==> src/rtl/route_steer_pkg.sv <==
// Shared types and route-vector helpers for the route steering stage.
package route_steer_pkg;

   localparam int NUM_PORTS = 3;
   localparam int PORT_W    = $clog2(NUM_PORTS);

   typedef logic [NUM_PORTS-1:0] route_vec_t;
   typedef logic [PORT_W-1:0]    port_idx_t;

   // A route is legal only when exactly one output port is selected.
   function automatic logic route_legal(input route_vec_t r);
      int unsigned n;
      n = 32'd0;
      for (int i = 0; i < NUM_PORTS; i++) begin
         n = n + 32'(r[i]);
      end
      return (n == 32'd1);
   endfunction

   // One-hot to index; the lowest set bit wins for non-one-hot vectors.
   function automatic port_idx_t route_port(input route_vec_t r);
      port_idx_t p;
      p = '0;
      for (int i = NUM_PORTS - 1; i >= 0; i--) begin
         if (r[i]) begin
            p = port_idx_t'(i);
         end
      end
      return p;
   endfunction

endpackage

==> src/rtl/route_credit_ctr.sv <==
// Per-port credit counter: starts full at CREDITS, decrements on send,
// increments on return, and flags a return that would exceed CREDITS.
module route_credit_ctr
   import route_steer_pkg::*;
#(
   parameter int CREDITS = 4
) (
   input  logic clk,
   input  logic rst,
   input  logic send,
   input  logic ret,
   output logic has_credit,
   output logic overflow_err
);

   localparam int          CW   = 4;
   localparam logic [CW-1:0] CMAX = CW'(CREDITS);

   logic [CW-1:0] credit_r;
   logic [CW-1:0] credit_nxt_s;

   // Next credit count; send+return together cancel out.
   always_comb begin
      credit_nxt_s = credit_r;
      overflow_err = 1'b0;
      case ({send, ret})
         2'b10: begin
            if (credit_r != 4'd0) begin
               credit_nxt_s = credit_r - 4'd1;
            end else begin
               credit_nxt_s = credit_r;
            end
         end
         2'b01: begin
            if (credit_r == CMAX) begin
               overflow_err = 1'b1;
            end else begin
               credit_nxt_s = credit_r + 4'd1;
            end
         end
         default: credit_nxt_s = credit_r;
      endcase
   end

   // Credit count register, full after reset.
   always_ff @(posedge clk or posedge rst) begin
      if (rst) begin
         credit_r <= CMAX;
      end else begin
         credit_r <= credit_nxt_s;
      end
   end

   assign has_credit = (credit_r != 4'd0);

endmodule

==> src/rtl/route_steer_stage.sv <==
// One-entry registered steering stage: accepts a word with its route
// vector, forwards it to one of three credit-controlled ports, and drops
// (and counts) words whose route is not one-hot.
// Optional macro ROUTE_STEER_STATS_EN adds per-port sent counters (sent_cnt).
module route_steer_stage
   import route_steer_pkg::*;
#(
   parameter int DW      = 32,
   parameter int CREDITS = 4,
   parameter int CNT_W   = 16
) (
   input  logic                 clk,
   input  logic                 rst,
   input  logic                 in_valid,
   output logic                 in_ready,
   input  logic [DW-1:0]        in_data,
   input  logic [NUM_PORTS-1:0] in_route,
   output logic [NUM_PORTS-1:0] out_valid,
   output logic [DW-1:0]        out_data,
   input  logic [NUM_PORTS-1:0] credit_ret,
   output logic [CNT_W-1:0]     drop_cnt,
   output logic                 credit_err
`ifdef ROUTE_STEER_STATS_EN
   ,
   output logic [NUM_PORTS*CNT_W-1:0] sent_cnt
`endif
);

   logic                 hold_v_r;
   logic [DW-1:0]        hold_data_r;
   route_vec_t           hold_route_r;

   logic                 legal_s;
   port_idx_t            port_s;
   logic                 drain_s;
   logic                 accept_s;
   logic [NUM_PORTS-1:0] send_s;
   logic [NUM_PORTS-1:0] has_credit_s;
   logic [NUM_PORTS-1:0] ovf_s;

   // Drain decision: legal words need credit on their port, illegal words always leave.
   always_comb begin
      legal_s = route_legal(hold_route_r);
      port_s  = route_port(hold_route_r);
      drain_s = 1'b0;
      send_s  = '0;
      if (hold_v_r) begin
         if (legal_s) begin
            drain_s = has_credit_s[port_s];
            if (drain_s) begin
               send_s = hold_route_r;
            end else begin
               send_s = '0;
            end
         end else begin
            drain_s = 1'b1;
         end
      end else begin
         drain_s = 1'b0;
      end
   end

   assign in_ready = !hold_v_r || drain_s;
   assign accept_s = in_valid && in_ready;

   // Stage register: a new word may replace the draining one in the same cycle.
   always_ff @(posedge clk or posedge rst) begin
      if (rst) begin
         hold_v_r     <= 1'b0;
         hold_data_r  <= '0;
         hold_route_r <= '0;
      end else if (accept_s) begin
         hold_v_r     <= 1'b1;
         hold_data_r  <= in_data;
         hold_route_r <= in_route;
      end else if (drain_s) begin
         hold_v_r     <= 1'b0;
      end else begin
         hold_v_r     <= hold_v_r;
      end
   end

   // Output strobe/data, saturating drop counter and sticky credit error.
   always_ff @(posedge clk or posedge rst) begin
      if (rst) begin
         out_valid  <= '0;
         out_data   <= '0;
         drop_cnt   <= '0;
         credit_err <= 1'b0;
      end else begin
         out_valid  <= send_s;
         credit_err <= credit_err | (|ovf_s);
         if (|send_s) begin
            out_data <= hold_data_r;
         end
         if (drain_s && !legal_s && (drop_cnt != {CNT_W{1'b1}})) begin
            drop_cnt <= drop_cnt + CNT_W'(1);
         end
      end
   end

   for (genvar p = 0; p < NUM_PORTS; p++) begin : g_port
      route_credit_ctr #(.CREDITS(CREDITS)) u_ctr (
         .clk          (clk),
         .rst          (rst),
         .send         (send_s[p]),
         .ret          (credit_ret[p]),
         .has_credit   (has_credit_s[p]),
         .overflow_err (ovf_s[p])
      );

`ifdef ROUTE_STEER_STATS_EN
      // Saturating count of words sent on this port, updated with its strobe.
      always_ff @(posedge clk or posedge rst) begin
         if (rst) begin
            sent_cnt[p*CNT_W +: CNT_W] <= '0;
         end else if (send_s[p] && (sent_cnt[p*CNT_W +: CNT_W] != {CNT_W{1'b1}})) begin
            sent_cnt[p*CNT_W +: CNT_W] <= sent_cnt[p*CNT_W +: CNT_W] + CNT_W'(1);
         end
      end
`endif
   end

endmodule

==> config.mk <==
export PLATFORM = sky130hd
export DESIGN_NAME = route_steer_stage
export DESIGN_NICKNAME = d
export VERILOG_FILES = /design/src/rtl/route_steer_pkg.sv /design/src/rtl/route_credit_ctr.sv /design/src/rtl/route_steer_stage.sv
export SDC_FILE = /design/constraint.sdc
export NUM_CORES = 1
export LEC_CHECK = 0
export ABC_AREA = 1
export CORE_ASPECT_RATIO = 0.6
export CORE_MARGIN = 2
export CORE_UTILIZATION = 55
export DETAILED_ROUTE_END_ITERATION = 10
export PLACE_DENSITY = 0.8
export SYNTH_ARGS = -nofsm -noshare
export SYNTH_HDL_FRONTEND = slang
export SYNTH_SLANG_ARGS = --single-unit
==> constraint.sdc <==
create_clock -name clk -period 5.6 [get_ports clk]
set_input_delay 1.68 -clock clk [delete_from_list [all_inputs] [get_ports clk]]
set_output_delay 1.68 -clock clk [all_outputs]
set_load 0.05 [all_outputs]
==> reports/qor.yml, run 1 <==
placement:
  dpl.hpwl_mm: 7.75
  preCtsSetupSlack_ns: 1.31
  port_buffers: 93
  placed_cell_area_sq_mm: 0.00587
  gp_congestion: 0.910
  dp_cells: 739
clocking:
  insertion_delay_ns: 0.34
  clock_sinks: 100
  clock_path_buffers: 2
  tritoncts: "yes"
  cts.clk_slew.worst_paths_ns: 0.07
  numCtsBuffers: 9
  htree_levels: 3
  ctsHoldBuffers: 0
  postCtsSetupRepairBufs: 0
  cts_root_buffer: "clkbuf_16"
  cts_resized: 0
cells_and_area:
  fin_nets: 696
  fin_util_pct: 71.3
  stdcell_count: 755
  area_delta_synth_final_pct: 24.0
  drive_gt1_share_pct: 9.95
  final_cell_area_sq_mm: 0.00614
  diodes: 0
route:
  wl_per_cell_um: 14.9
  firstDrtPassIters: 4
  routed_wl_mm: 11.3
  drtIter0Drc: 351
  vias: 4004
  via_per_inst: 5.30
  drc_errors: 0
  ant_nets: 0
global_routing:
  track_usage_pct: 24.6
  antenna_found_initial: 0
  grt_max_degree: 74
  grt_pass1_wl_mm: 19.1
  gr-total-overflow: 0
  grt_pass1_vias: 3875
floorplanning:
  start_util_pct: 57.5
  core_sq_mm: 0.00862
  io_pins: 94
  rows: 26
  die_w_um: 127
  dieArea_sq_mm: 0.00981
  die_y_um: 77.5
synth:
  yosys_warnings: 0
  synth_fp_nets: 611
  synth_cell_type_count: 30
  ys_seq_elements: 100
  syn_avg_cell_area_sq_um: 8.96
  synthFlopType: "dfrtp_1"
  ys_seq_area_share_pct: 50.6
  netlist_area_sq_mm: 0.00496
  synth-edff-count: 0
  postSynthCellCount: 553
  synthArstFlopShare_pct: 100
timing:
  finalCritPeriodShare_pct: 83.2
  rsz0062_at_grt: "no"
  period_needed_ns: 4.66
  hold_violations: 0
  fmax_mhz: 215
  fin_tns_setup_ns: 0
  slew_headroom_pct: 33.4
  fin_worst_skew_ns: 0.00806
  setup_viol: 0
  slew_violations: 0
  tightest_slew_ns: 0.999
  setup_ws_ns: 0.939
setup_path:
  crit_required_ns: 3.92
  reg2reg_slack_ns: 2.53
  critPathLaunchType: "flip-flop"
  cp_max_fo: 38
  arrival_ns: 2.98
  path_class: "flip-flop to primary output"
  end_kind: "primary output"
min_path:
  hp-class: "flip-flop to flip-flop"
run_status:
  status: "completed"
pwr:
  vdd_ir_drop_max_uv: 321
  power_leakage_nw: 2.99
  powerDensity_mw_per_mm2: 487
job:
  cap_viol_max_count: 0
-- worst max-delay path: stages (launching register included) --
cell and delay [ns]:
dfrtp_1 0.39, inv_1 0.09, fa_1 0.50, inv_1 0.05, nand3_1 0.13, inv_1 0.10, nand2_4 0.45, clkdlybuf4s50_1 0.92
-- final timing paths --
kind	start	to	cells after the start
max	hold_route_r[1]	in_ready	7
min reg2reg	hold_data_r[20]	out_data[20]	2
min in group asynchronous	rst	drop_cnt[11]	2
max reg2reg	hold_route_r[1]	g_port[2].u_ctr.credit_r[3]	15
max in group asynchronous	rst	g_port[2].u_ctr.credit_r[2]	3
min	hold_data_r[20]	out_data[20]	2
-- logic make-up after synthesis --
logic type                 share of synthesized area, %
buffers and inverters                              6.46
AOI/OAI and AO/OA                                  2.42
xor gates and xnor gates                           3.71
DFF                                                50.6
and+or+nand+nor                                    32.0
adders and majority gates                          4.90
-- through the flow --
stage | power [mW] | hold WS (ns)
final | 2.99 | 0.469
after global placement | 2.38 | 0.450
after global routing | 3.17 | 0.482
after floorplan | 2.02 | 0.442
after detailed placement | 2.43 | 0.452
after CTS | 3.01 | 0.469
-- metal layers --
metal | up-vias | global-route usage, % | part of all wire (%)
met4 | 0 | 6.26 | 1.0
met1 | 1937 | 36.3 | 47
met2 | 118 | 36.9 | 45
met3 | 12 | 5.86 | 6.8
li1 | 1937 | - | -
met5 | - | 0 | 0
-- synthesized netlist by cell type, types with 4 or more instances --
cell type,count,area share (%)
dfrtp_1,97,49
fa_1,4,1.6
ha_1,13,3.3
o21ai_0,11,1.1
buf_6,7,1.6
xor2_1,11,1.9
xnor2_1,10,1.8
nand3_1,57,5.8
nor2_1,20,1.5
nand2_1,198,15
inv_1,37,2.8
o21ai_1,6,0.61
buf_4,8,1.2
nor3_1,8,0.81
nand3_2,29,5.9
buf_2,7,0.71
nand4_1,4,0.50
-- final cells by class --
cell class / instances / area (sq um)
clock buffers: 10 / 229
clock inverters: 6 / 41.3
fillers: 661 / 2480
inverters: 39 / 149
multi-input cells: 392 / 2130
flip-flops and latches: 100 / 2510
well taps: 112 / 140
repair buffers: 96 / 948
-- sequential cells by signal (all words and copies together), names as in the netlist --
register / cells
credit_err: 1
out_data: 32
g_port.u_ctr.credit_r: 12
out_valid: 3
hold_route_r: 3
drop_cnt: 16
hold_v_r: 1
hold_data_r: 32
-- power breakdown --
part / leakage, nW / switching, mW / total [mW] / internal [mW]
Combinational: 1.62 / 0.865 / 1.32 / 0.457
Clock: 0.124 / 0.273 / 0.574 / 0.301
Sequential: 1.25 / 0.163 / 1.09 / 0.932
Total: 2.99 / 1.30 / 2.99 / 1.69
-- cells in the final DEF, fill, tap and decap left out, drive strengths merged, types with 4 or more instances in the layout --
cell           instances
fa                     4
clkdlybuf4s50         92
buf                    4
o21ai                 17
xnor2                 10
nand2                204
ha                    13
nor2                  23
clkbuf                10
inv                   39
xor2                  11
dfrtp                 97
nand3                 86
nor3                   8
nand4                  4
Note: power is estimated with default switching activity, not from simulation.
==> run 2: changes to the inputs <==
Settings changed: CORE_UTILIZATION 55 to 47, PLACE_DENSITY 0.8 to 0.72.
Clock period 5.6 ns to 4.25 ns, I/O delays scaled along.
==> reports/qor.yml, run 2 (synthesized netlist as in run 1, its figures left out) <==
global_routing:
  track_usage_pct: 22.2  # was 24.6%
  grt_max_degree: 59  # was 74
  antenna_found_initial: 0  # unchanged
  gr-total-overflow: 0  # unchanged
  grt_pass1_vias: 4055  # was 3875
  grt_pass1_wl_mm: 20.0  # was 19.1 mm
setup_path:
  crit_path_top_delay_cell: "clkdlybuf4s50_1"  # unchanged
  critPathLaunchType: "flip-flop"  # unchanged
  end_kind: "primary output"  # unchanged
  path_cells: "inv_1 -> fa_1 -> inv_1 -> nand3_1 -> inv_1 -> nand2_4 -> clkdlybuf4s50_1"  # unchanged
  max_stage_delay_ns: 0.80  # was 0.92 ns
  cp_common_cell: "inv_1"  # unchanged
  cp_max_fo: 4  # was 38
  arrival_ns: 2.49  # was 2.98 ns
  crit_required_ns: 2.97  # was 3.92 ns
  path_class: "flip-flop to primary output"  # unchanged
clocking:
  ctsHoldBuffers: 0  # unchanged
  numCtsBuffers: 9  # unchanged
  cts.clk_slew.worst_paths_ns: 0.06  # was 0.07 ns
  insertion_delay_ns: 0.34  # about the same
  postCtsSetupRepairBufs: 0  # unchanged
  cts_resized: 0  # unchanged
  clock_path_buffers: 2  # unchanged
  clock_sinks: 100  # unchanged
  htree_levels: 3  # unchanged
  tritoncts: "yes"  # unchanged
  cts_root_buffer: "clkbuf_16"  # unchanged
timing:
  fin_worst_skew_ns: 0.00588  # was 0.00806 ns
  slew_headroom_pct: 50.8  # was 33.4%
  hold_violations: 0  # unchanged
  setup_viol: 0  # unchanged
  tightest_slew_ns: 0.732  # was 0.999 ns
  slew_violations: 0  # unchanged
  rsz0062_at_grt: "no"  # unchanged
  fmax_mhz: 266
  finalCritPeriodShare_pct: 88.6
  fin_tns_setup_ns: 0  # unchanged
  setup_ws_ns: 0.484  # was 0.939 ns
  period_needed_ns: 3.77
floorplanning:
  core_sq_mm: 0.0101  # was 0.00862 sq mm
  die_y_um: 83.6  # was 77.5 um
  die_w_um: 137  # was 127 um
  dieArea_sq_mm: 0.0114  # was 0.00981 sq mm
  io_pins: 94  # unchanged
  start_util_pct: 49.3  # was 57.5%
  rows: 28  # was 26
placement:
  dp_cells: 764  # was 739
  preCtsSetupSlack_ns: 0.851  # was 1.31 ns
  port_buffers: 93  # unchanged
  dpl.hpwl_mm: 7.95  # was 7.75 mm
  gp_congestion: 0.847  # was 0.910
pwr:
  vdd_ir_drop_max_uv: 382  # was 321 uV
  power_mw: 3.99  # was 2.99 mW
  powerDensity_mw_per_mm2: 643  # was 487 mW/mm^2
  power_leakage_nw: 3.02  # was 2.99 nW
cells_and_area:
  area_delta_synth_final_pct: 25.3  # was 24.0%
  largestRegisters: "hold_data_r x32, out_data x32, drop_cnt x16"  # unchanged
  final_common_cell: "nand2_1"  # unchanged
  diodes: 0  # unchanged
  stdcell_count: 778  # was 755
  final_cell_mix: "nand2_1 (198), dfrtp_1 (97), clkdlybuf4s50_1 (92), nand3_1 (57), inv_1 (36)"  # unchanged
  fin_nets: 698  # was 696
  drive_gt1_share_pct: 10.1  # was 9.95%
route:
  routed_wl_mm: 11.6  # was 11.3 mm
  wl_per_cell_um: 15.0  # was 14.9 um
  firstDrtPassIters: 4  # unchanged
  vias: 3968  # was 4004
  drc_errors: 0  # unchanged
  drtIter0Drc: 294  # was 351
  ant_nets: 0  # unchanged
  via_per_inst: 5.10  # was 5.30
job:
  cap_viol_max_count: 0  # unchanged
run_status:
  status: "completed"  # unchanged
min_path:
  hp-class: "flip-flop to flip-flop"  # unchanged
[run 2: cell count changes in the layout (fill, tap and decap cells not counted)]
cell        change
bufinv_16       +1
buf_4           +1
clkinvlp_4      -1
clkinv_4        -1
clkbuf_1        -1
buf_12          +1
[run 2: path summary, 6_finish.rpt]
check	to	cells after the start	slack [ns]	startpoint
min in group asynchronous	g_port[0].u_ctr.credit_r[3]	2	1.34	rst
max in group asynchronous	hold_data_r[7]	3	2.21	rst
hold / removal	out_data[20]	2	0.47	hold_data_r[20]
hold reg to reg	out_data[20]	2	0.47	hold_data_r[20]
setup / recovery	in_ready	7	0.48	hold_route_r[1]
setup reg to reg	g_port[1].u_ctr.credit_r[3]	11	1.35	hold_route_r[1]
[run 2: critical path: cells and delay by family (launching register included)]
kind,cells,cell delay [ns]
adders and majority gates,1,0.52
buffers and inverters,4,1.03
DFF,1,0.40
and+or+nand+nor,2,0.20
[run 2: layer usage]
layer	global-route usage, %	vias up	routed length, um
li1	-	1927	-
met1	32.4	1925	5880
met2	33.1	102	5090
met3	5.28	14	556
met4	5.49	0	123
met5	0	-	0
[run 2: layout make-up]
class                   count  area, sq um
inverters                  39          149
clock inverters             5         55.1
clock buffers               9          225
well taps                 135          169
fillers                   840         3840
flip-flops and latches    100         2510
multi-input cells         392         2130
repair buffers             98          976
[run 2: stage by stage]
step,area [sq um],hold slack [ns],utilization (%)
2_1_floorplan,4960,0.442,-
3_3_place_gp,5930,0.451,59.0
3_5_place_dp,5930,0.457,59.0
4_1_cts,6210,0.472,61.8
5_1_grt,6210,0.494,61.8
6_report,6210,0.471,61.8
[run 2: power by group]
group | switching, mW | internal [mW] | total [mW]
combinational | 1.14 | 0.603 | 1.74
sequential | 0.230 | 1.23 | 1.46
clock | 0.346 | 0.448 | 0.793
==> run 3: changes to the inputs <==
Settings changed: CORE_MARGIN 2 to not set, CORE_UTILIZATION 47 to 35, PLACE_DENSITY 0.72 to 0.56.
==> reports/qor.yml, run 3 (synthesized netlist as in run 1, its figures left out) <==
global_routing:
  gr-total-overflow: 0  # unchanged
  grt_max_degree: 58  # was 59
  track_usage_pct: 17.2  # was 22.2%
  grt_pass1_vias: 3838  # was 4055
  grt_pass1_wl_mm: 19.5  # was 20.0 mm
  antenna_found_initial: 0  # unchanged
cells_and_area:
  fin_util_pct: 45.7  # was 61.8%
  fillCellCount: 1322  # was 840
  final_common_cell: "nand2_1"  # unchanged
  multi_input_comb_area_sq_mm: 0.00213  # unchanged
  fin_nets: 698  # unchanged
  diodes: 0  # unchanged
  final_cell_area_sq_mm: 0.00629  # was 0.00621 sq mm
  drive_gt1_share_pct: 10.2  # was 10.1%
  seq_area_sq_mm: 0.00251  # unchanged
  final_cell_mix: "nand2_1 (198), dfrtp_1 (97), clkdlybuf4s50_1 (92), nand3_1 (57), inv_1 (36)"  # unchanged
  largestRegisters: "hold_data_r x32, out_data x32, drop_cnt x16"  # unchanged
  area_delta_synth_final_pct: 26.8  # was 25.3%
floorplanning:
  core_sq_mm: 0.0137  # was 0.0101 sq mm
  rows: 33  # was 28
  start_util_pct: 36.1  # was 49.3%
  die_w_um: 156  # was 137 um
  die_y_um: 94.2  # was 83.6 um
  dieArea_sq_mm: 0.0147  # was 0.0114 sq mm
  io_pins: 94  # unchanged
timing:
  slew_violations: 0  # unchanged
  tightest_slew_ns: 0.754  # was 0.732 ns
  fin_tns_setup_ns: 0  # unchanged
  setup_ws_ns: 0.534  # was 0.484 ns
  hold_ws_ns: 0.469  # was 0.471 ns
  fmax_mhz: 269  # was 266 MHz
  rsz0062_at_grt: "no"  # unchanged
  setup_viol: 0  # unchanged
  hold_violations: 0  # unchanged
  slew_headroom_pct: 49.6  # was 50.8%
  period_needed_ns: 3.72  # was 3.77 ns
  fin_worst_skew_ns: 0.0107  # was 0.00588 ns
  finalCritPeriodShare_pct: 87.4  # was 88.6%
route:
  wl_met1_mm: 6.09  # was 5.88 mm
  drtIter0Drc: 163  # was 294
  dr_wl_met3_um: 526  # was 556 um
  routed_wl_mm: 11.5  # was 11.6 mm
  firstDrtPassIters: 4  # unchanged
  drc_errors: 0  # unchanged
  routed-wl-met2_mm: 4.79  # was 5.09 mm
  top_layer: "met4"  # unchanged
  ant_nets: 0  # unchanged
  vias: 3887  # was 3968
  via_per_inst: 4.64  # was 5.10
  wl_per_cell_um: 13.7  # was 15.0 um
clocking:
  clock_path_buffers: 2  # unchanged
  postCtsSetupRepairBufs: 0  # unchanged
  cts_root_buffer: "clkbuf_16"  # unchanged
  htree_levels: 3  # unchanged
  cts.clk_slew.worst_paths_ns: 0.07  # was 0.06 ns
  insertion_delay_ns: 0.35  # was 0.34 ns
  cts_resized: 0  # unchanged
  numCtsBuffers: 9  # unchanged
  tritoncts: "yes"  # unchanged
  clock_sinks: 100  # unchanged
  ctsHoldBuffers: 0  # unchanged
setup_path:
  path_cells: "inv_1 -> fa_1 -> inv_1 -> nand3_1 -> inv_1 -> nand2_4 -> clkdlybuf4s50_1"  # unchanged
  crit_path_top_delay_cell: "clkdlybuf4s50_1"  # unchanged
  rr_worst_depth: 15  # was 11
  path_class: "flip-flop to primary output"  # unchanged
  critPathLaunchType: "flip-flop"  # unchanged
  r2r_end: "g_port[2].u_ctr.credit_r[3]"  # was g_port[1].u_ctr.credit_r[3]
  arrival_ns: 2.44  # was 2.49 ns
  reg2reg_slack_ns: 1.25  # was 1.35 ns
  rr_startpoint: "hold_route_r[1]"  # unchanged
  end_kind: "primary output"  # unchanged
  cp_max_fo: 4  # unchanged
  cp_common_cell: "inv_1"  # unchanged
  crit_required_ns: 2.97  # about the same
  max_stage_delay_ns: 0.80  # about the same
pwr:
  switchingPower_mw: 1.73  # was 1.71 mW
  swShare_pct: 43.6  # was 42.9%
  vdd_ir_drop_max_uv: 348  # was 382 uV
  powerDensity_mw_per_mm2: 632  # was 643 mW/mm^2
  seqPwrFrac_pct: 36.4  # was 36.5%
  power_leakage_nw: 3.02  # about the same
  pwr-share-comb_pct: 43.5  # was 43.6%
  p_int_mw: 2.24  # was 2.28 mW
  clkPwrFrac_pct: 20.2  # was 19.9%
placement:
  preCtsSetupSlack_ns: 0.893  # was 0.851 ns
  dpl.hpwl_mm: 7.85  # was 7.95 mm
  placed_cell_area_sq_mm: 0.00600  # was 0.00593 sq mm
  gp_congestion: 0.815  # was 0.847
  port_buffers: 93  # unchanged
min_path:
  hold_path_end: "credit_err"  # was out_data[20]
  hp-class: "flip-flop to flip-flop"  # unchanged
  hp-start: "credit_err"  # was hold_data_r[20]
  hold_depth: 1  # was 2
run_status:
  status: "completed"  # unchanged
job:
  cap_viol_max_count: 0  # unchanged
-- run 3: cell types whose count changed in the layout (fill, tap and decap cells not counted), sizes merged --
cell	before	now
bufinv	1	0
clkbuf	9	10
clkinvlp	2	0
inv	39	43
-- run 3: through the flow --
step / power [mW] / std cells
global placement: 3.16 / 821
floorplan: 2.66 / 553
finish: 3.97 / 837
global route: 4.24 / 837
detailed placement: 3.20 / 821
CTS: 4.02 / 837
-- run 3: how the worst max path moves through the flow --
stage                          startpoint         end  slack (ns)
final                     hold_route_r[1]    in_ready        0.53
after global routing      hold_route_r[1]    in_ready        0.41
after floorplan                       rst  credit_err        0.36
after global placement    hold_route_r[1]    in_ready        0.92
after detailed placement  hold_route_r[1]    in_ready        0.89
after CTS                 hold_route_r[1]    in_ready        0.51
-- run 3: area by class of cell --
type / count / area share, %
Sequential cell: 100 / 39.9
Multi-Input combinational cell: 392 / 33.9
Timing Repair Buffer: 98 / 15.5
Tap cell: 192 / 3.82
Clock buffer: 10 / 3.64
Inverter: 39 / 2.37
Clock inverter: 6 / 0.876
-- run 3: metal layers --
layer  vias to the layer above  GRT usage [%]
li1                       1939              -
met1                      1855           25.8
met2                        84           24.8
met3                         9           4.06
met4                         0           4.00
met5                         -              0
-- run 3: critical path, delay by kind of cell, from the launching register on --
| family | cells | cell delay, ns |
|---|---|---|
| buffers and inverters | 4 | 1.02 |
| and+or+nand+nor | 2 | 0.20 |
| adders and majority gates | 1 | 0.50 |
| DFF | 1 | 0.38 |
-- run 3: power groups by stage --
stage               Clock, mW  Sequential (mW)  Combinational, mW
finish                  0.802             1.44               1.73
global route            0.861             1.48               1.89
CTS                     0.828             1.45               1.75
detailed placement          0             1.46               1.74
global placement            0             1.45               1.71
floorplan                   0             1.96              0.707
